===== src/rtl/lcd_pkg.sv =====
// Shared definitions for the LCD bus responder: FSM states, command opcode
// masks, default busy durations and the clear-display fill character.
package lcd_pkg;

  typedef enum logic [1:0] {S_IDLE, S_EXEC, S_BUSY} lcdState_e;

  localparam logic [7:0] CMD_SET_DDRAM   = 8'h80;
  localparam logic [7:0] CMD_SET_CGRAM   = 8'h40;
  localparam logic [7:0] CMD_FUNC_SET    = 8'h20;
  localparam logic [7:0] CMD_SHIFT       = 8'h10;
  localparam logic [7:0] CMD_DISP_CTRL   = 8'h08;
  localparam logic [7:0] CMD_ENTRY_MODE  = 8'h04;
  localparam logic [7:0] CMD_RETURN_HOME = 8'h02;
  localparam logic [7:0] CMD_CLEAR       = 8'h01;

  localparam int unsigned CLEAR_CYCLES_DEF = 82000;
  localparam int unsigned CMD_CYCLES_DEF   = 2000;
  localparam int unsigned FILL_LEN         = 128;

  localparam logic [7:0] FILL_CHAR    = 8'h20;
  localparam logic [2:0] FUNC_SET_RST = 3'b100;

  // One-hot of the highest set bit; command decode keys off this.
  function automatic logic [7:0] topBit(input logic [7:0] db);
    logic [7:0] r;
    r = '0;
    for (int i = 0; i < 8; i++)
      if (db[i]) r = 8'(1) << i;
    return r;
  endfunction

endpackage


===== src/rtl/lcd_ddram.sv =====
// 128x8 display data RAM: one synchronous write port, an asynchronous bus
// read port and an asynchronous debug view port. No reset on the array.
module lcd_ddram (
  input  logic       clk,
  input  logic       we,
  input  logic [6:0] wAddr,
  input  logic [7:0] wData,
  input  logic [6:0] rAddr,
  output logic [7:0] rData,
  input  logic [6:0] vAddr,
  output logic [7:0] vData
);

  logic [7:0] mem [128];

  always_ff @(posedge clk)
    if (we) mem[wAddr] <= wData;

  assign rData = mem[rAddr];
  assign vData = mem[vAddr];

endmodule


===== src/rtl/lcd_bus_responder.sv =====
// HD44780-style LCD bus responder. Define LCD_RESP_BUSY_TIMING_EN for real
// busy durations; otherwise BUSY is 1 cycle (clear display: the 128 fill cycles).
module lcd_bus_responder
  import lcd_pkg::*;
#(
  parameter int unsigned CLEAR_CYCLES = CLEAR_CYCLES_DEF,
  parameter int unsigned CMD_CYCLES   = CMD_CYCLES_DEF
) (
  input  logic       clk,
  input  logic       reset,
  input  logic       lcdEnableIn,
  input  logic       lcdRsSelect,
  input  logic       lcdReadWriteSel,
  input  logic [7:0] lcdBusIn,
  output logic [7:0] lcdBusOut,
  output logic       lcdBusOutEn,
  output logic       busyFlag,
  output logic [6:0] addrCounter,
  output logic [2:0] dispCtrl,
  input  logic [6:0] viewAddr,
  output logic [7:0] viewData,
  output logic       busyViolation
);

`ifdef LCD_RESP_BUSY_TIMING_EN
  localparam bit TIMING_EN = 1'b1;
`else
  localparam bit TIMING_EN = 1'b0;
`endif
  localparam int unsigned CLR_DUR  = TIMING_EN ? CLEAR_CYCLES : FILL_LEN;
  localparam int unsigned HOME_DUR = TIMING_EN ? CLEAR_CYCLES : 1;
  localparam int unsigned CMD_DUR  = TIMING_EN ? CMD_CYCLES   : 1;

  lcdState_e       state, stateNext;
  logic [1:0]      eSy, rsSy, rwSy;
  logic [1:0][7:0] dbSy;
  logic            ePrev, eSync, eRise, eFall;
  logic            pend, latRs, latRw;
  logic [7:0]      latDb;
  logic            incr, entryS, fillOn;
  logic [2:0]      funcSet;
  logic [6:0]      fillAddr, acStep;
  logic [31:0]     busyCnt;
  logic            goExec, memWe;
  logic [6:0]      memWAddr;
  logic [7:0]      memWData, rdData;
  logic            unusedCfg;

  // {DL,N,F} and S are held for completeness; nothing downstream consumes them.
  assign unusedCfg = ^{funcSet, entryS};

  always_ff @(posedge clk or posedge reset)
    if (reset) begin
      eSy <= '0; rsSy <= '0; rwSy <= '0; dbSy <= '0; ePrev <= 1'b0;
    end else begin
      eSy   <= {eSy[0], lcdEnableIn};
      rsSy  <= {rsSy[0], lcdRsSelect};
      rwSy  <= {rwSy[0], lcdReadWriteSel};
      dbSy  <= {dbSy[0], lcdBusIn};
      ePrev <= eSy[1];
    end

  assign eSync       = eSy[1];
  assign eRise       = eSync & ~ePrev;
  assign eFall       = ~eSync & ePrev;
  assign lcdBusOutEn = eSync & rwSy[1];
  assign busyFlag    = (state != S_IDLE);
  assign acStep      = incr ? addrCounter + 7'd1 : addrCounter - 7'd1;

  // Status reads and the 0x00 no-op never occupy the controller.
  assign goExec = pend && !(!latRs && latRw) && !(!latRs && !latRw && latDb == 8'h00);

  always_ff @(posedge clk or posedge reset)
    if (reset) state <= S_IDLE;
    else       state <= stateNext;

  always_comb begin
    stateNext     = state;
    busyViolation = 1'b0;
    case (state)
      S_IDLE:  if (goExec) stateNext = S_EXEC;
      S_EXEC:  stateNext = S_BUSY;
      S_BUSY:  if (busyCnt == 32'd0) stateNext = S_IDLE;
      default: stateNext = S_IDLE;
    endcase
    // Data reads arriving while busy are served on the bus but do not step AC.
    if (pend && !latRw && state != S_IDLE) busyViolation = 1'b1;
  end

  always_ff @(posedge clk or posedge reset)
    if (reset) begin
      pend <= 1'b0; latRs <= 1'b0; latRw <= 1'b0; latDb <= '0;
      addrCounter <= '0; incr <= 1'b1; entryS <= 1'b0;
      dispCtrl <= '0; funcSet <= FUNC_SET_RST;
      busyCnt <= '0; fillOn <= 1'b0; fillAddr <= '0; lcdBusOut <= '0;
    end else begin
      pend <= eFall;
      if (eFall) begin
        latRs <= rsSy[1]; latRw <= rwSy[1]; latDb <= dbSy[1];
      end
      if (eRise && rwSy[1])
        lcdBusOut <= rsSy[1] ? rdData : {busyFlag, addrCounter};
      case (state)
        S_EXEC: begin
          busyCnt <= CMD_DUR - 1;
          if (latRs) addrCounter <= acStep;
          else begin
            case (topBit(latDb))
              CMD_SET_DDRAM:  addrCounter <= latDb[6:0];
              CMD_SET_CGRAM, CMD_SHIFT: ;
              CMD_FUNC_SET:   funcSet <= latDb[4:2];
              CMD_DISP_CTRL:  dispCtrl <= latDb[2:0];
              CMD_ENTRY_MODE: begin incr <= latDb[1]; entryS <= latDb[0]; end
              CMD_RETURN_HOME: begin
                addrCounter <= '0;
                busyCnt     <= HOME_DUR - 1;
              end
              CMD_CLEAR: begin
                addrCounter <= '0; incr <= 1'b1;
                fillOn <= 1'b1; fillAddr <= '0;
                busyCnt <= CLR_DUR - 1;
              end
              default: ;
            endcase
          end
        end
        S_BUSY: begin
          if (busyCnt != 32'd0) busyCnt <= busyCnt - 32'd1;
          if (fillOn) begin
            fillAddr <= fillAddr + 7'd1;
            if (fillAddr == 7'h7F) fillOn <= 1'b0;
          end
        end
        default: ;
      endcase
    end

  always_comb begin
    memWe    = 1'b0;
    memWAddr = addrCounter;
    memWData = latDb;
    if (state == S_BUSY && fillOn) begin
      memWe    = 1'b1;
      memWAddr = fillAddr;
      memWData = FILL_CHAR;
    end else if (state == S_EXEC && latRs && !latRw) begin
      memWe = 1'b1;
    end
  end

  lcd_ddram uDdram (
    .clk   (clk),
    .we    (memWe),
    .wAddr (memWAddr),
    .wData (memWData),
    .rAddr (addrCounter),
    .rData (rdData),
    .vAddr (viewAddr),
    .vData (viewData)
  );

endmodule

===== config.mk =====
export PLATFORM = sky130hd
export DESIGN_NAME = lcd_bus_responder
export DESIGN_NICKNAME = d
export VERILOG_FILES = /design/src/rtl/lcd_pkg.sv /design/src/rtl/lcd_ddram.sv /design/src/rtl/lcd_bus_responder.sv
export SDC_FILE = /design/constraint.sdc
export NUM_CORES = 1
export LEC_CHECK = 0
export ABC_AREA = 0
export BUFFER_PORTS_ARGS = -buffer_cell sky130_fd_sc_hd__buf_2
export CAP_MARGIN = 20
export CORE_AREA = 4 4 291 293
export CTS_CLUSTER_SIZE = 8
export DETAILED_ROUTE_END_ITERATION = 10
export DIE_AREA = 0 0 295 297
export PLACE_DENSITY = 0.78
export SLEW_MARGIN = 25
export SYNTH_ARGS = -nofsm -noshare
export SYNTH_HDL_FRONTEND = slang
export SYNTH_SLANG_ARGS = --single-unit

===== constraint.sdc =====
create_clock -name clk -period 4.15 [get_ports clk]
set_input_delay 0.83 -clock clk [delete_from_list [all_inputs] [get_ports clk]]
set_output_delay 0.83 -clock clk [all_outputs]
set_load 0.01 [all_outputs]

# Word level (Yosys, flattened, before mapping)
# Memory sizes are Yosys's and may differ from the RTL's.
# Cells that the tools add are included.
# word_totals
mem_count,1
latch_bits,0
romBits,0
reg_bits,95
output_inout_bits,29
ram_bits,1024
wordCells,112
# op_classes
magnitude_cmp,0
shifts,0
mul,0
n_bitwise,6
reduce_logical,31
addsub,4
div,0
n_eq_ne,14
mux,38
# mem_list
name,depth,width,read_ports,rd_ports_with_merged_regs,write_ports,line,source
uDdram.mem,128,8,2,0,1,lcd_ddram.sv:14,logic [7:0] mem [128];
# op_table
cell,count
$mux 8,11
$pmux 32 s2,1
$mux 7,8
$logic_not 32->1,1
$mux 32,1
$reduce_bool 32->1,1
$sub 32x1->32 const B,1
$pmux 7 s2,2
$add 7x1->7 const B,2
$logic_and 1x1->1,11
$mux 1,10
$ne 2x2->1 const B,5
$reduce_and 3->1,3
$eq 8x1->1 const B,1
$eq 8x2->1 const B,1
$eq 8x3->1 const B,1
$eq 8x4->1 const B,1
$eq 8x8->1 const B,1
$logic_not 8->1,1
$eq 7x7->1 const B,1
$sub 7x1->7 const B,1
$pmux 2 s3,1
$reduce_and 2->1,3
$reduce_bool 2->1,3
other kinds (12),21

# Depth between registers and ports, before layout
# depth
depth_word,14
mapped_depth,12
depth_no_buf,9

# Modules after synthesis
# From an unflattened synthesis, not the netlist that was laid out.
# hier_totals
hier_cells,2494
area_unflattened_um2,52205.1
# by_module_without_submodules
module,cells_each,instances,area_per_inst_um2,seq_area_each_um2
lcd_ddram,2047,1,47528.1,30749.5
lcd_bus_responder,447,1,4677.0,2378.5

# Worst setup path after synthesis
# No wires, ideal clock.
# synth_timing
kind,input-to-output
start,input port viewAddr[0]
end,output port viewData[2]
path_stages,8
path_buffers,2
arrival_time_ps,3092
slack_ps,228
cell_sequence,clkbuf_1 clkbuf_1 mux4_2 mux4_2 a221oi_1 nor2_1 a21oi_1 a21oi_1
# synth_via
elab_chain_cells,1
# synth_rtl
element,line,source
start: declaration,lcd_bus_responder.sv:20,"input logic [6:0] viewAddr,"
$mem_v2 128x8,n/a,
end: declaration,lcd_bus_responder.sv:21,"output logic [7:0] viewData,"
# Every way passes these cells.

# Final worst setup path
# layout_timing
start,input port viewAddr[0]
end,output port viewData[7]
# Same word-level chain as after synthesis.

==> impl_results.md <==
- VDD IR-drop max: 0.000446 V
- Top cell type by total area after synthesis: edfxtp_1
- Status: finished, violations left
- Slowest-stage cell, CP: mux4_2
- Commonest non-fill, non-tap cells in the layout: edfxtp_1 (1024), mux4_2 (558), buf_4 (311)
- Final Core Density: between 70 and 80%
- # placed instances: 4060
- Tcrit/Tclk final: 101%
- Total Wirelength: 165 mm
- Most common cell after layout, fill and taps aside: edfxtp_1
- Global-route usage over all layers: around 38%
- Post-synthesis sequential area ratio: roughly 63%
- Antenna violation net count after detailed routing: 0
- Clk root buf: clkbuf_16
- CTS tree: built
- WL per Instance: 38.4 µm
- Fillers: 4461
- Synthesized cell area: 0.0523 mm²
- Die width: a little under 300 µm
- Area share of the largest cell type after synthesis: 58.8%
- Fin cells: 4280
- CTS HTree Levels: 4
- Clock Latency Late Sink: 0.75 ns
- Setup total negative slack: -0.0242 ns
- Fmax: 0.240 GHz
- Final hold slack: between 0.15 and 0.2 ns
- Post-CTS Hold Fix Bufs: 0
- # setup viols final: 1
- Max Cap Viol: 0
- Nets: 3196
- RSZ-0062 raised after global routing: yes
- Static Leak: 20.3 nW
- Vias: 33600
- Initial antenna violation count: 10
- Top Ports: about 50
- First-pass DRT Iterations: 6
- Ys Warns: 0
- Max-slew headroom: 15.5%
- Syn nets: ~2800
- GRT overflow: 0
- Fin crit period: roughly 4.2 ns
- Hold Violations, Final: 0
- Crit end category: output port
- Clk slew on worst S/H paths: around 0.05 ns
- Initial core utilization: 63.9%
- Post-synth top flop: edfxtp_1
- Startpoint types: input port
- CP max FO: 9
- Clk buf depth: 3
- Post-Synthesis Cells: 2802
- Vias in the first global route: about 34000
- Vias/cell: 7.86
- Post-synth EDFFs: 1024
- Synth Register Bits: 1119
- Clock Skew: 0.0289 ns
- Final WS setup: -0.0242 ns
- Hold Crit Class: in2reg
- Site Rows: 105
- First-pass GRT wire length: ~240 mm
- Gpl congestion: 1.03
- CP max stage delay: just under 0.6 ns
- Worst Max-Slew Pin Slew: 1.25 ns
- Share of post-route cells with drive strength above 1: 38.0%
- Pre-CTS WS: -0.0746 ns
- Area Growth Syn to Fin: 16.3%
- DIE HEIGHT: 297 µm
- I/O Buffers: 48
- WP data arrival: ~3.3 ns
- Total CTS buffers: 157
- Synth area leaders: edfxtp_1 (59%), mux4_2 (24%), dfrtp_1 (4.5%), mux2i_1 (1.6%), nor2_1 (1.4%)
- Clock sinks: 1119
- Initial DRC Count: 5998
- Cells along the critical path: buf_12 > buf_8 > buf_4 > mux4_2 > mux4_2 > a221oi_1 > buf_4 > nor2_1 > a21oi_1 > a21oi_1 > buf_2
- CP required: 3.32 ns
- Pwr dens: around 600 mW/mm²
- Syn Area/Cell: 18.7 µm²
- Crit Path Class: in2out
- Netlist cell types: 77
- Largest net degree at the start of global routing: 92
- Die footprint: 0.0876 mm²
- Core Footprint: 0.0818 mm²
- DR DRC count: 0
- Failing checks: negative setup slack
- Final Max Tran Viols: 0
- Async S/R FF share, synth: 8.49%
- DP HPWL: 107 mm
-- flip-flops by register name, summed over array words and instances, names as in the netlist --
| signal | flops |
|---|---|
| uDdram.mem | 1024 |
| ePrev | 1 |
| latRs | 1 |
| dispCtrl | 3 |
| dbSy | 16 |
| fillOn | 1 |
| rsSy | 2 |
| lcdBusOut | 8 |
| busyCnt | 32 |
| latRw | 1 |
| rwSy | 2 |
| state | 2 |
| eSy | 2 |
| incr | 1 |
| fillAddr | 7 |
| addrCounter | 7 |
| pend | 1 |
| latDb | 8 |
-- cell families (layout without fill, tap and decap cells) --
logic type,Yosys count,count (layout),synth area share [%]
AO/OA/AOI/OAI,310,310,4.12
multiplexers,659,659,26.0
buffers and inverters,220,624,1.84
AND/OR/NAND/NOR,475,475,4.25
XOR/XNOR,10,10,0.168
other,0,4,0
flip-flops,1119,1119,63.4
adder cells (fa/ha/maj),9,9,0.230
-- critical path, delay by kind of cell --
family                 cells  cell delay (ns)
muxes                      2             1.14
buffers and inverters      5             0.80
AOI/OAI and AO/OA          3             0.51
and+or+nand+nor            1             0.04
-- cell usage after synthesis, drive strengths merged (16+ instances only) --
library cell	number
mux2i	83
mux4	558
dfrtp	94
buf	110
nand2	110
nor2b	28
nor2	193
nor3	19
a22oi	73
clkbuf	92
inv	16
a21oi	58
o21ai	43
edfxtp	1024
nand3	38
a221oi	16
mux2	18
-- final cells by class --
cell class | instances | area (µm²) | area share, %
multi-input combinational | 1463 | 18300 | 30.1
clock buffer | 187 | 4130 | 6.79
clock inverter | 11 | 160 | 0.264
sequential | 1119 | 33100 | 54.5
timing repair buffer | 408 | 3600 | 5.93
inverter | 18 | 72.6 | 0.119
antenna | 4 | 10.0 | 0.0165
tap | 1070 | 1340 | 2.20
-- timing repair --
item | CTS | global route
buffers inserted | 0 | 15
gates cloned | 1 | 2
gates resized for setup | 18 | 23
pin swaps | 0 | 3
setup endpoints to repair | 7 | 8
-- per-stage QoR --
step | cell area, µm² | total power, W
3_5_place_dp | 56000 | 0.0247
4_1_cts | 60500 | 0.0362
3_3_place_gp | 56000 | 0.0245
2_1_floorplan | 52300 | 0.0204
6_report | 60800 | 0.0366
5_1_grt | 60800 | 0.0375
-- layer usage --
metal	GRT usage, %	part of all wire [%]
met3	12.3	15
met1	50.7	32
met5	0	0.030
met4	21.8	7.2
met2	55.4	46
-- path summary, 6_finish.rpt --
| check | from | to | slack [ns] | cells after the start |
|---|---|---|---|---|
| worst min register to register | dbSy[7] | dbSy[15] | 0.35 | 0 |
| worst max register to register | state[1] | uDdram.mem[126][0] | 0.50 | 7 |
| min in group asynchronous | reset | busyCnt[13] | 0.22 | 2 |
| max in group asynchronous | reset | busyCnt[11] | 3.20 | 3 |
| worst max-delay path | viewAddr[0] | viewData[7] | -0.02 | 11 |
| worst min-delay path | lcdEnableIn | eSy[0] | 0.19 | 1 |
-- power breakdown --
part	internal, W	switching [W]	leakage, nW
logic	0.00439	0.00678	7.81
registers	0.0132	0.000656	10.4
clock network	0.00690	0.00462	2.09
(Power assumes the default switching activity.)
